**config.mk**
```make
export PLATFORM = sky130hd
export DESIGN_NAME = mem_port_arbiter
export DESIGN_NICKNAME = d
export VERILOG_FILES = /design/src/rtl/mem_port_arbiter.sv
export SDC_FILE = /design/constraint.sdc
export NUM_CORES = 1
export LEC_CHECK = 0
export BUFFER_PORTS_ARGS = -buffer_cell sky130_fd_sc_hd__buf_2
export CORE_AREA = 4 4 103 105
export DETAILED_ROUTE_END_ITERATION = 10
export DIE_AREA = 0 0 107 109
export PLACE_DENSITY = 0.55
export RECOVER_POWER = 25
export SYNTH_ARGS = -nofsm -noshare
export SYNTH_HDL_FRONTEND = slang
export SYNTH_SLANG_ARGS = --single-unit
export TNS_END_PERCENT = 20
```
**constraint.sdc**
```tcl
create_clock -name clk -period 5.8 [get_ports clk]
set_input_delay 0.58 -clock clk [delete_from_list [all_inputs] [get_ports clk]]
set_output_delay 0.58 -clock clk [all_outputs]
set_load 0.02 [all_outputs]
```
**src/rtl/mem_port_arbiter.sv**
```systemverilog
// rtl/mem_port_arbiter.sv - fetch/load-store arbiter onto one fixed-latency memory port
module mem_port_arbiter #(
    parameter int ADDR_W     = 32,
    parameter int DATA_W     = 32,
    parameter int MEM_LAT    = 2,
    parameter int STARVE_MAX = 4
) (
    input  logic              clk,
    input  logic              reset,
    input  logic              if_req,
    input  logic [ADDR_W-1:0] if_addr,
    output logic              if_gnt,
    output logic              if_rvalid,
    output logic [DATA_W-1:0] if_rdata,
    input  logic              ls_req,
    input  logic              ls_we,
    input  logic [ADDR_W-1:0] ls_addr,
    input  logic [DATA_W-1:0] ls_wdata,
    output logic              ls_gnt,
    output logic              ls_rvalid,
    output logic [DATA_W-1:0] ls_rdata,
    input  logic              flush,
    output logic              mem_en,
    output logic              mem_we,
    output logic [ADDR_W-1:0] mem_addr,
    output logic [DATA_W-1:0] mem_wdata,
    input  logic [DATA_W-1:0] mem_rdata
);
    localparam int CNT_W = $clog2(STARVE_MAX + 1);
    localparam logic [CNT_W-1:0] STARVE_LIM = CNT_W'(STARVE_MAX);

    logic [CNT_W-1:0]   starve_cnt;
    logic               if_win;
    // Per-stage read tag: valid plus owner (1 = load/store, 0 = fetch)
    logic [MEM_LAT-1:0] tag_valid;
    logic [MEM_LAT-1:0] tag_ls;
    logic               exit_valid;
    logic               exit_ls;

    // Fetch takes the port when uncontested or once it has been starved long enough
    assign if_win = if_req && !flush && (!ls_req || starve_cnt == STARVE_LIM);
    assign if_gnt = !reset && if_win;
    assign ls_gnt = !reset && ls_req && !if_win;

    assign mem_en    = if_gnt | ls_gnt;
    assign mem_we    = ls_gnt & ls_we;
    assign mem_addr  = if_gnt ? if_addr : ls_addr;
    assign mem_wdata = ls_wdata;

    always_ff @(posedge clk) begin
        if (reset || flush || !if_req || if_gnt) begin
            starve_cnt <= '0;
        end else if (starve_cnt != STARVE_LIM) begin
            starve_cnt <= starve_cnt + CNT_W'(1);
        end
    end

    always_ff @(posedge clk) begin
        if (reset) begin
            tag_valid <= '0;
            tag_ls    <= '0;
        end else begin
            tag_valid[0] <= if_gnt | (ls_gnt & ~ls_we);
            tag_ls[0]    <= ls_gnt;
            for (int i = 1; i < MEM_LAT; i++) begin
                tag_valid[i] <= tag_valid[i-1] & ~(flush & ~tag_ls[i-1]);
                tag_ls[i]    <= tag_ls[i-1];
            end
        end
    end

    assign exit_valid = tag_valid[MEM_LAT-1];
    assign exit_ls    = tag_ls[MEM_LAT-1];

    // A flush also kills the fetch response leaving the pipe this cycle
    assign if_rvalid = !reset && exit_valid && !exit_ls && !flush;
    assign ls_rvalid = !reset && exit_valid && exit_ls;
    assign if_rdata  = mem_rdata;
    assign ls_rdata  = mem_rdata;
endmodule

```
==> impl_metrics.env, run 1 <==
export IMPL_ant_nets=0
export IMPL_synth_edff_count=0
export IMPL_synthesis_area_um2=1440
export IMPL_critPathMaxFanout=24
export IMPL_grtUsageTotal_pct=6.23
export IMPL_syn_nets=300
export IMPL_drcViolationCount=0
export IMPL_dp_final_hpwl_mm=3.76
export IMPL_via_count=1011
export IMPL_worst_ep_required_time_ns=5.22
export IMPL_peakVddDrop_mv=0.0419
export IMPL_place_gp_congestion=0.662
export IMPL_grt_pass1_wl_mm=5.49
export IMPL_async_flop_share_pct=0
export IMPL_cp_start_kind="flop"
export IMPL_cts_hold_buf=0
export IMPL_syn_avg_cell_area_um2=8.78
export IMPL_drv_cap=0
export IMPL_cts_buffers_inserted=3
export IMPL_rows=36
export IMPL_slew_violations=0
export IMPL_core_um2=9640
export IMPL_finalCritPeriodShare_pct=55.4
export IMPL_postCtsSetupRepairBufs=0
export IMPL_ys_seq_elements=7
export IMPL_path_class="reg2out"
export IMPL_worstSkewPairLatency_ns=0.23
export IMPL_root_buffer="clkbuf_8"
export IMPL_die_h_um=109
export IMPL_dr_pass1_iters=4
export IMPL_setup_slack_ns=2.59
export IMPL_ys_seq_area_share_pct=9.73
export IMPL_worstSetupEndpointType="output port"
export IMPL_routed_wl_mm=4.16
export IMPL_arrival_ns=2.63
export IMPL_clkTransAtPathRegs_ns=0.04
export IMPL_rrSetupSlack_ns=4.12
export IMPL_wl_per_cell_um=13.4
export IMPL_htreeDepth=1
export IMPL_grt_pass1_vias=1004
export IMPL_clock_path_buffers=2
export IMPL_power_density_nw_per_um2=141
export IMPL_synth_most_common_cell="buf_4"
export IMPL_rsz0062_at_grt="no"
export IMPL_hp_class="reg2reg"
export IMPL_start_util_pct=14.9
export IMPL_post_cts_resized=0
export IMPL_cts_tree="done"
export IMPL_synthCells=164
export IMPL_ys_top_cells_by_area="buf_4 50%, mux2_2 22%, dfxtp_1 9.7%"
export IMPL_grt_ovfl_total=0
export IMPL_critPathSlowestCell="a2111oi_4"
export IMPL_antenna_found_initial=0
export IMPL_grt_max_degree=25
export IMPL_ys_flop_type="dfxtp_1"
export IMPL_fin_worst_skew_ns=0.00101
export IMPL_max_freq_ghz=0.311
export IMPL_cp_slowest_stage_delay_ns=0.73
export IMPL_layout_nets=314
export IMPL_synth_largest_area_cell="buf_4"
export IMPL_worstMarginPinSlew_ns=0.736
export IMPL_synth_top_area_share_pct=50.0
export IMPL_diodes=0
export IMPL_die_area_um2=11700
export IMPL_ys_top_cells_by_count="96 x buf_4, 28 x mux2_2, 7 x dfxtp_1, 5 x nor2_1"
export IMPL_drive_gt1_share_pct=78.5
export IMPL_status="complete, no violations"
export IMPL_port_buffers=107
export IMPL_cp_cell_sequence="inv_1 -> ha_1 -> nand2_2 -> a2111oi_4 -> buf_4 -> mux2_2 -> buf_2"
export IMPL_drt_iter0_drc=27
export IMPL_timing_final_crit_period_ns=3.21
export IMPL_io_pin_count=268
export IMPL_syn_to_final_growth_pct=-0.174
export IMPL_hold_violations=0
export IMPL_leakagePower_uw=0.000690
export IMPL_drt_vias_per_instance=3.26
export IMPL_synthDistinctLibCells=20
export IMPL_relSlewSlack_pct=50.9
export IMPL_finalSetupViolCount=0
export IMPL_clkSinkCount=7
export IMPL_post_route_util_pct=14.9
export IMPL_setup_tns_ns=0
export IMPL_pre_cts_slack_ns=2.76
export IMPL_die_w_um=107
export IMPL_ys_warn_count=0
export IMPL_hold_ws_ns=0.455
==> routing by layer <==
layer / share of wire, % / vias up / wire (um) / GRT usage (%)
met5: 0 / - / 0 / 0
met4: 3.9 / 0 / 163 / 4.02
met3: 16 / 22 / 649 / 3.32
met2: 49 / 103 / 2060 / 10.3
met1: 31 / 425 / 1290 / 6.16
li1: - / 461 / - / -
==> stage by stage <==
step           total power [uW]  instance area [um2]  std cells
6_report                    203                 1440        310
4_1_cts                     208                 1440        310
5_1_grt                     215                 1440        310
2_1_floorplan               192                 1440        164
3_5_place_dp                137                 1400        306
3_3_place_gp                136                 1400        306
==> kinds of logic (layout without fill, tap and decap cells) <==
kind of cell	count (synthesis)	count (layout)	share of synthesized area, %
AO/OA/AOI/OAI	4	4	3.30
adder cells (fa/ha/maj)	2	2	1.74
multiplexers	32	32	25.0
AND/OR/NAND/NOR	15	15	6.17
XOR/XNOR	1	1	0.608
flip-flops	7	7	9.73
buffers and inverters	103	116	53.4
==> power breakdown <==
part / internal [uW] / leakage, uW / total, uW / switching (uW)
clock network: 47.5 / 0.0000228 / 68.6 / 21.1
logic: 40.7 / 0.000610 / 83.9 / 43.2
registers: 49.9 / 0.0000572 / 50.4 / 0.542
==> area by class of cell <==
cell class | count | area, um2
fill | 1145 | 8200
timing repair buffer | 108 | 541
sequential | 7 | 140
tap | 133 | 166
clock buffer | 4 | 45.0
multi-input combinational | 54 | 531
inverter | 4 | 15.0
==> cells in the final DEF, fill, tap and decap left out, drive strengths merged <==
cell	netlist	final
buf	99	106
mux2	32	32
o21bai	1	1
xnor2	1	1
nor2b	3	3
clkbuf	0	6
nor4b	1	1
nand3b	1	1
a2111oi	1	1
nor3b	1	1
and2	1	1
nor2	5	5
nand2	1	1
ha	2	2
dfxtp	7	7
and3b	1	1
inv	4	4
a31oi	2	2
nand2b	1	1
==> state kept, by name, indices dropped and copies added, names as in the netlist <==
name        cells
starve_cnt      3
tag_ls          2
tag_valid       2
==> final timing paths <==
check / endpoint / cells after the start / startpoint
worst max register to register: tag_valid[0] / 5 / starve_cnt[0]
worst max-delay path: mem_addr[29] / 7 / starve_cnt[0]
worst min register to register: starve_cnt[0] / 1 / starve_cnt[0]
worst min-delay path: starve_cnt[0] / 1 / starve_cnt[0]
==> critical path: cells and delay by family (launching register included) <==
family,cells,cell delay [ns]
compound gates,1,0.73
buf+inv,3,0.65
mux,1,0.38
flops,1,0.32
fa+ha+maj,1,0.21
simple gates,1,0.10
Note: power is estimated with default switching activity, not from simulation.
==> inputs of run 2 (changes only) <==
Settings changed: ABC_AREA set to 1, PLACE_DENSITY 0.55 to 0.58.
Clock period 5.8 ns to 2.6 ns, I/O delays scaled along.
==> run 2 against run 1 <==
Compared with the run above: sequential power increased by 120%; hold slack got worse by 0.22 ns; setup slack got worse by 2.1 ns; synthesized cell count increased by 50%; cell area increased by 6.3%; global-route usage increased by 2.0 points; core utilization increased by 0.93 points; critical path depth increased by 1; non-clock buffer count increased by 1.
==> impl_metrics.env, run 2 <==
export IMPL_rows=36
export IMPL_hp_class="in2reg"
export IMPL_synthesis_area_um2=1570
export IMPL_worstSkewPairLatency_ns=0.23
export IMPL_core_um2=9640
export IMPL_finalCritPeriodShare_pct=80.7
export IMPL_worstMarginPinSlew_ns=0.435
export IMPL_leakagePower_uw=0.000885
export IMPL_cts_buffers_inserted=3
export IMPL_grt_ovfl_total=0
export IMPL_synthCells=246
export IMPL_routed_wl_mm=5.46
export IMPL_antenna_found_initial=0
export IMPL_drt_vias_per_instance=3.73
export IMPL_power_density_nw_per_um2=310
export IMPL_die_area_um2=11700
export IMPL_layout_commonest_cell="buf_2"
export IMPL_place_gp_congestion=0.708
export IMPL_io_pin_count=268
export IMPL_total_power_uw=473
export IMPL_clkPwrFrac_pct=32.4
export IMPL_reg_top3="starve_cnt (3), tag_ls (2), tag_valid (2)"
export IMPL_relSlewSlack_pct=71.0
export IMPL_dp_final_hpwl_mm=4.69
export IMPL_ys_flop_type="dfxtp_1"
export IMPL_finalSetupViolCount=0
export IMPL_hold_violations=0
export IMPL_rrSetupSlack_ns=1.18
export IMPL_peakVddDrop_mv=0.214
export IMPL_drv_cap=0
export IMPL_power_frac_seq_pct=23.8
export IMPL_arrival_ns=1.84
export IMPL_status="complete, no violations"
export IMPL_cp_top_family="simple AND/OR/NAND/NOR gates"
export IMPL_cts_tree="done"
export IMPL_rsz0062_at_grt="no"
export IMPL_net_switching_power_uw=173
export IMPL_cp_slowest_stage_delay_ns=0.37
export IMPL_start_util_pct=16.3
export IMPL_crit_buf_inv=2
export IMPL_htreeDepth=1
export IMPL_die_h_um=109
export IMPL_dr_pass1_iters=4
export IMPL_worst_ep_required_time_ns=2.34
export IMPL_regMostFlops="starve_cnt"
export IMPL_clkTransAtPathRegs_ns=0.04
export IMPL_synth_most_common_cell="buf_4"
export IMPL_ant_nets=0
export IMPL_drt_iter0_drc=74
export IMPL_dpl_cell_count=383
export IMPL_fin_worst_skew_ns=0.000986
export IMPL_ys_warn_count=0
export IMPL_grt_pass1_vias=1349
export IMPL_port_buffers=107
export IMPL_cp_start_kind="flop"
export IMPL_syn_to_final_growth_pct=-2.79
export IMPL_finalNonFillerCells=387
export IMPL_max_freq_ghz=0.477
export IMPL_synth_largest_area_cell="buf_4"
export IMPL_drive_gt1_share_pct=48.0
export IMPL_cts_hold_buf=0
export IMPL_grtUsageTotal_pct=8.26
export IMPL_cp_cell_sequence="inv_1 -> ha_1 -> nand2_2 -> nand2_4 -> nand3_4 -> nand2_1 -> nand2_1 -> buf_2"
export IMPL_layout_common_cells="107 x buf_2, 69 x nand2_1, 31 x nand3_1"
export IMPL_ys_seq_area_share_pct=8.92
export IMPL_wl_per_cell_um=14.1
export IMPL_syn_nets=382
export IMPL_timing_final_crit_period_ns=2.10
export IMPL_clock_path_buffers=2
export IMPL_synth_edff_count=0
export IMPL_ys_seq_elements=7
export IMPL_clkSinkCount=7
export IMPL_grt_max_degree=35
export IMPL_cp_common_cell="nand2_1"
export IMPL_critPathSlowestCell="nand3_4"
export IMPL_worstSetupEndpointType="output port"
export IMPL_post_cts_resized=0
export IMPL_p_int_uw=300
export IMPL_syn_avg_cell_area_um2=6.39
export IMPL_grt_pass1_wl_mm=7.32
export IMPL_slew_violations=0
export IMPL_ys_top_cells_by_area="buf_4 46%, nand2_1 16%, nand3_1 9.9%"
export IMPL_postCtsSetupRepairBufs=0
export IMPL_power_switching_fraction_pct=36.6
export IMPL_synth_top_area_share_pct=45.9
export IMPL_setup_tns_ns=0
export IMPL_die_w_um=107
export IMPL_via_count=1445
export IMPL_power_frac_comb_pct=43.8
export IMPL_path_class="reg2out"
export IMPL_ys_top_cells_by_count="96 x buf_4, 69 x nand2_1, 31 x nand3_1, 8 x inv_1, 8 x nor2_1"
export IMPL_layout_nets=391
export IMPL_async_flop_share_pct=0
export IMPL_diodes=0
export IMPL_drcViolationCount=0
export IMPL_critPathMaxFanout=34
export IMPL_post_route_util_pct=15.8
export IMPL_synthDistinctLibCells=23
export IMPL_root_buffer="clkbuf_8"
export IMPL_largest_reg_flops=3
[run 2: kinds of logic (layout without fill, tap and decap cells)]
group	Yosys count	count (layout)	synth area share (%)
AND/OR/NAND/NOR	119	119	34.3
buffers and inverters	114	122	53.4
flip-flops	7	7	8.92
AO/OA/AOI/OAI	3	3	1.19
adder cells (fa/ha/maj)	2	2	1.59
XOR/XNOR	1	1	0.557
[run 2: path summary, 6_finish.rpt]
path,cells after the start,startpoint,to
setup / recovery,8,starve_cnt[0],mem_addr[1]
hold / removal,2,ls_we,tag_valid[0]
setup reg to reg,6,starve_cnt[0],tag_valid[0]
hold reg to reg,2,tag_valid[0],tag_valid[1]
[run 2: layer usage]
metal  global-route usage [%]  share of wire, %
met1                     6.95                29
met2                     16.4                53
met3                     4.26                15
met4                     3.01               2.7
met5                        0                 0
[run 2: stage by stage]
step | setup WS (ns) | cell area [um2] | hold WS (ns)
detailed placement | 0.718 | 1480 | 0.423
global route | 0.285 | 1530 | 0.228
floorplan | 1.12 | 1570 | 0.332
finish | 0.502 | 1530 | 0.230
global placement | 0.793 | 1480 | 0.414
CTS | 0.463 | 1530 | 0.226
[run 2: area by class of cell]
class                   instances  area (um2)
clock buffers                   4        45.0
well taps                     133         166
multi-input cells             125         592
repair buffers                109         551
inverters                       9        33.8
flip-flops and latches          7         140
fillers                      1151        8110
[run 2: power by group through the flow]
stage | Clock, uW | Combinational [uW] | Sequential, uW
after floorplan | 0 | 329 | 114
after global placement | 0 | 208 | 114
after detailed placement | 0 | 210 | 114
after CTS | 157 | 210 | 113
after global routing | 167 | 229 | 113
final | 153 | 207 | 113
==> inputs of run 3 (changes only) <==
Settings changed: ABC_AREA 1 to 0, CORE_AREA 4 4 103 105 to 4 4 101 103, DIE_AREA 0 0 107 109 to 0 0 105 107, PLACE_DENSITY 0.58 to 0.59.
Clock period 2.6 ns to 1.7 ns, I/O delays scaled along.
==> run 3 against run 2 <==
Compared with the run above: the flow now finishes with violations (setup timing); clock power up 56%; hold slack worse by 0.068 ns; sequential power up 52%; first-iteration DRC count down 77%; critical path depth unchanged; non-clock buffer count up 6; count of clock-buffer cells in the layout unchanged; wire length down 23%; core utilization up 1.7 points; largest power group unchanged; highest routed layer unchanged.
==> impl_metrics.env, run 3 (synthesis gave the netlist of run 1 again) <==
export IMPL_path_class="reg2out"
export IMPL_die_h_um=107
export IMPL_critPathMaxFanout=13
export IMPL_slew_violations=0
export IMPL_htreeDepth=1
export IMPL_leakagePower_uw=0.000799
export IMPL_power_frac_comb_pct=44.7
export IMPL_post_route_util_pct=17.6
export IMPL_cts_hold_buf=0
export IMPL_grt_pass1_vias=1080
export IMPL_max_freq_ghz=0.471
export IMPL_cp_start_kind="flop"
export IMPL_antenna_found_initial=0
export IMPL_dr_pass1_iters=4
export IMPL_root_buffer="clkbuf_8"
export IMPL_r2r_start="starve_cnt[1]"
export IMPL_dpl_cell_area_um2=1460
export IMPL_worst_ep_required_time_ns=1.53
export IMPL_drcViolationCount=0
export IMPL_clkPwrFrac_pct=32.2
export IMPL_power_density_nw_per_um2=461
export IMPL_ant_nets=0
export IMPL_rsz0062_at_grt="yes"
export IMPL_reg_top3="starve_cnt (3), tag_ls (2), tag_valid (2)"
export IMPL_net_switching_power_uw=235
export IMPL_worstMarginPinSlew_ns=0.278
export IMPL_dp_final_hpwl_mm=3.54
export IMPL_regArea_um2=143
export IMPL_hp_start="ls_we"
export IMPL_peakVddDrop_mv=0.130
export IMPL_relSlewSlack_pct=81.4
export IMPL_via_count=1086
export IMPL_rows=35
export IMPL_clkTransAtPathRegs_ns=0.04
export IMPL_hp_class="in2reg"
export IMPL_worstSetupEndpointType="output port"
export IMPL_grt_max_degree=27
export IMPL_violations="setup timing"
export IMPL_io_pin_count=268
export IMPL_regMostFlops="starve_cnt"
export IMPL_fin_area_um2=1610
export IMPL_port_buffers=107
export IMPL_cts_tree="done"
export IMPL_nFillCells=1036
export IMPL_syn_to_final_growth_pct=12.1
export IMPL_grt_ovfl_total=0
export IMPL_status="finished, violations left"
export IMPL_multiInputGateArea_um2=589
export IMPL_drt_vias_per_instance=3.68
export IMPL_power_switching_fraction_pct=31.6
export IMPL_largest_reg_flops=3
export IMPL_finalCritPeriodShare_pct=125
export IMPL_timing_final_crit_period_ns=2.12
export IMPL_die_area_um2=11200
export IMPL_cp_slowest_stage_delay_ns=0.35
export IMPL_clkSinkCount=7
export IMPL_worstSkewPairLatency_ns=0.23
export IMPL_critPathSlowestCell="mux2_2"
export IMPL_layout_commonest_cell="buf_2"
export IMPL_hold_ws_ns=0.161
export IMPL_layout_common_cells="96 x buf_2, 21 x mux2_2, 11 x mux2_4"
export IMPL_place_gp_congestion=0.757
export IMPL_layout_nets=321
export IMPL_arrival_ns=1.95
export IMPL_drv_cap=0
export IMPL_drt_iter0_drc=17
export IMPL_power_frac_seq_pct=23.2
export IMPL_diodes=0
export IMPL_pre_cts_slack_ns=-0.230
export IMPL_wl_per_cell_um=14.2
export IMPL_drive_gt1_share_pct=85.3
export IMPL_setup_slack_ns=-0.422
export IMPL_finalSetupViolCount=33
export IMPL_core_um2=9200
export IMPL_cts_buffers_inserted=3
export IMPL_start_util_pct=15.7
export IMPL_hold_violations=0
export IMPL_setup_tns_ns=-12.77
export IMPL_die_w_um=105
export IMPL_routed_wl_mm=4.20
export IMPL_grt_pass1_wl_mm=5.77
export IMPL_p_int_uw=509
export IMPL_grtUsageTotal_pct=6.56
export IMPL_clock_path_buffers=2
export IMPL_cp_cell_sequence="inv_2 -> ha_4 -> nand2_4 -> a2111oi_4 -> buf_4 -> buf_12 -> mux2_2 -> buf_2"
export IMPL_fin_worst_skew_ns=0.00385
export IMPL_crit_start="starve_cnt[1]"
[run 3: cell types whose count changed in the layout (fill, tap and decap cells not counted), sizes merged, moves of 3 or more]
cell / delta
inv: -5
buf: +5
nor2b: +3
nor2: -5
nand2: -71
nand3: -34
mux2: +32
[run 3: worst paths after layout]
check	endpoint	slack (ns)	depth (start not counted)
max reg2reg	tag_valid[0]	0.29	7
min	tag_valid[0]	0.16	2
min reg2reg	tag_valid[1]	0.46	1
max	mem_addr[25]	-0.42	8
[run 3: metal layers]
| metal | vias to the layer above | global-route usage [%] | share of wire [%] | wire length (um) |
|---|---|---|---|---|
| met5 | - | 0 | 0 | 0 |
| met4 | 0 | 3.75 | 5.3 | 222 |
| met3 | 41 | 4.15 | 16 | 669 |
| met2 | 117 | 10.2 | 43 | 1810 |
| met1 | 454 | 6.69 | 36 | 1500 |
| li1 | 474 | - | - | - |
[run 3: cell type report]
class | count | area share, %
timing repair buffer | 115 | 42.3
sequential | 7 | 8.84
multi-input combinational | 54 | 36.5
inverter | 4 | 0.930
tap | 111 | 8.60
clock buffer | 4 | 2.79
[run 3: power by group through the flow]
stage / Combinational, uW / Sequential, uW / Clock [uW]
floorplan: 491 / 174 / 0
global placement: 307 / 175 / 0
detailed placement: 309 / 175 / 0
CTS: 324 / 172 / 246
global route: 361 / 173 / 255
finish: 332 / 172 / 239
[run 3: critical path: cells and delay by family, from the launching register on]
| family | cells | cell delay, ns |
|---|---|---|
| muxes | 1 | 0.35 |
| buffers and inverters | 4 | 0.55 |
| adders and majority gates | 1 | 0.14 |
| and+or+nand+nor | 1 | 0.05 |
| DFF | 1 | 0.32 |
| AOI/OAI and AO/OA | 1 | 0.30 |
[run 3: timing repair]
| item | in CTS | in global routing |
|---|---|---|
| buffers inserted | 0 | 2 |
| gates resized for setup | 13 | 9 |
| gates cloned | 0 | 1 |
| setup endpoints to repair | 33 | 33 |
[run 3: stage by stage]
| step | instances | power [uW] |
|---|---|---|
| floorplan | 164 | 666 |
| global placement | 288 | 481 |
| detailed placement | 288 | 483 |
| CTS | 292 | 743 |
| global route | 295 | 788 |
| finish | 295 | 744 |
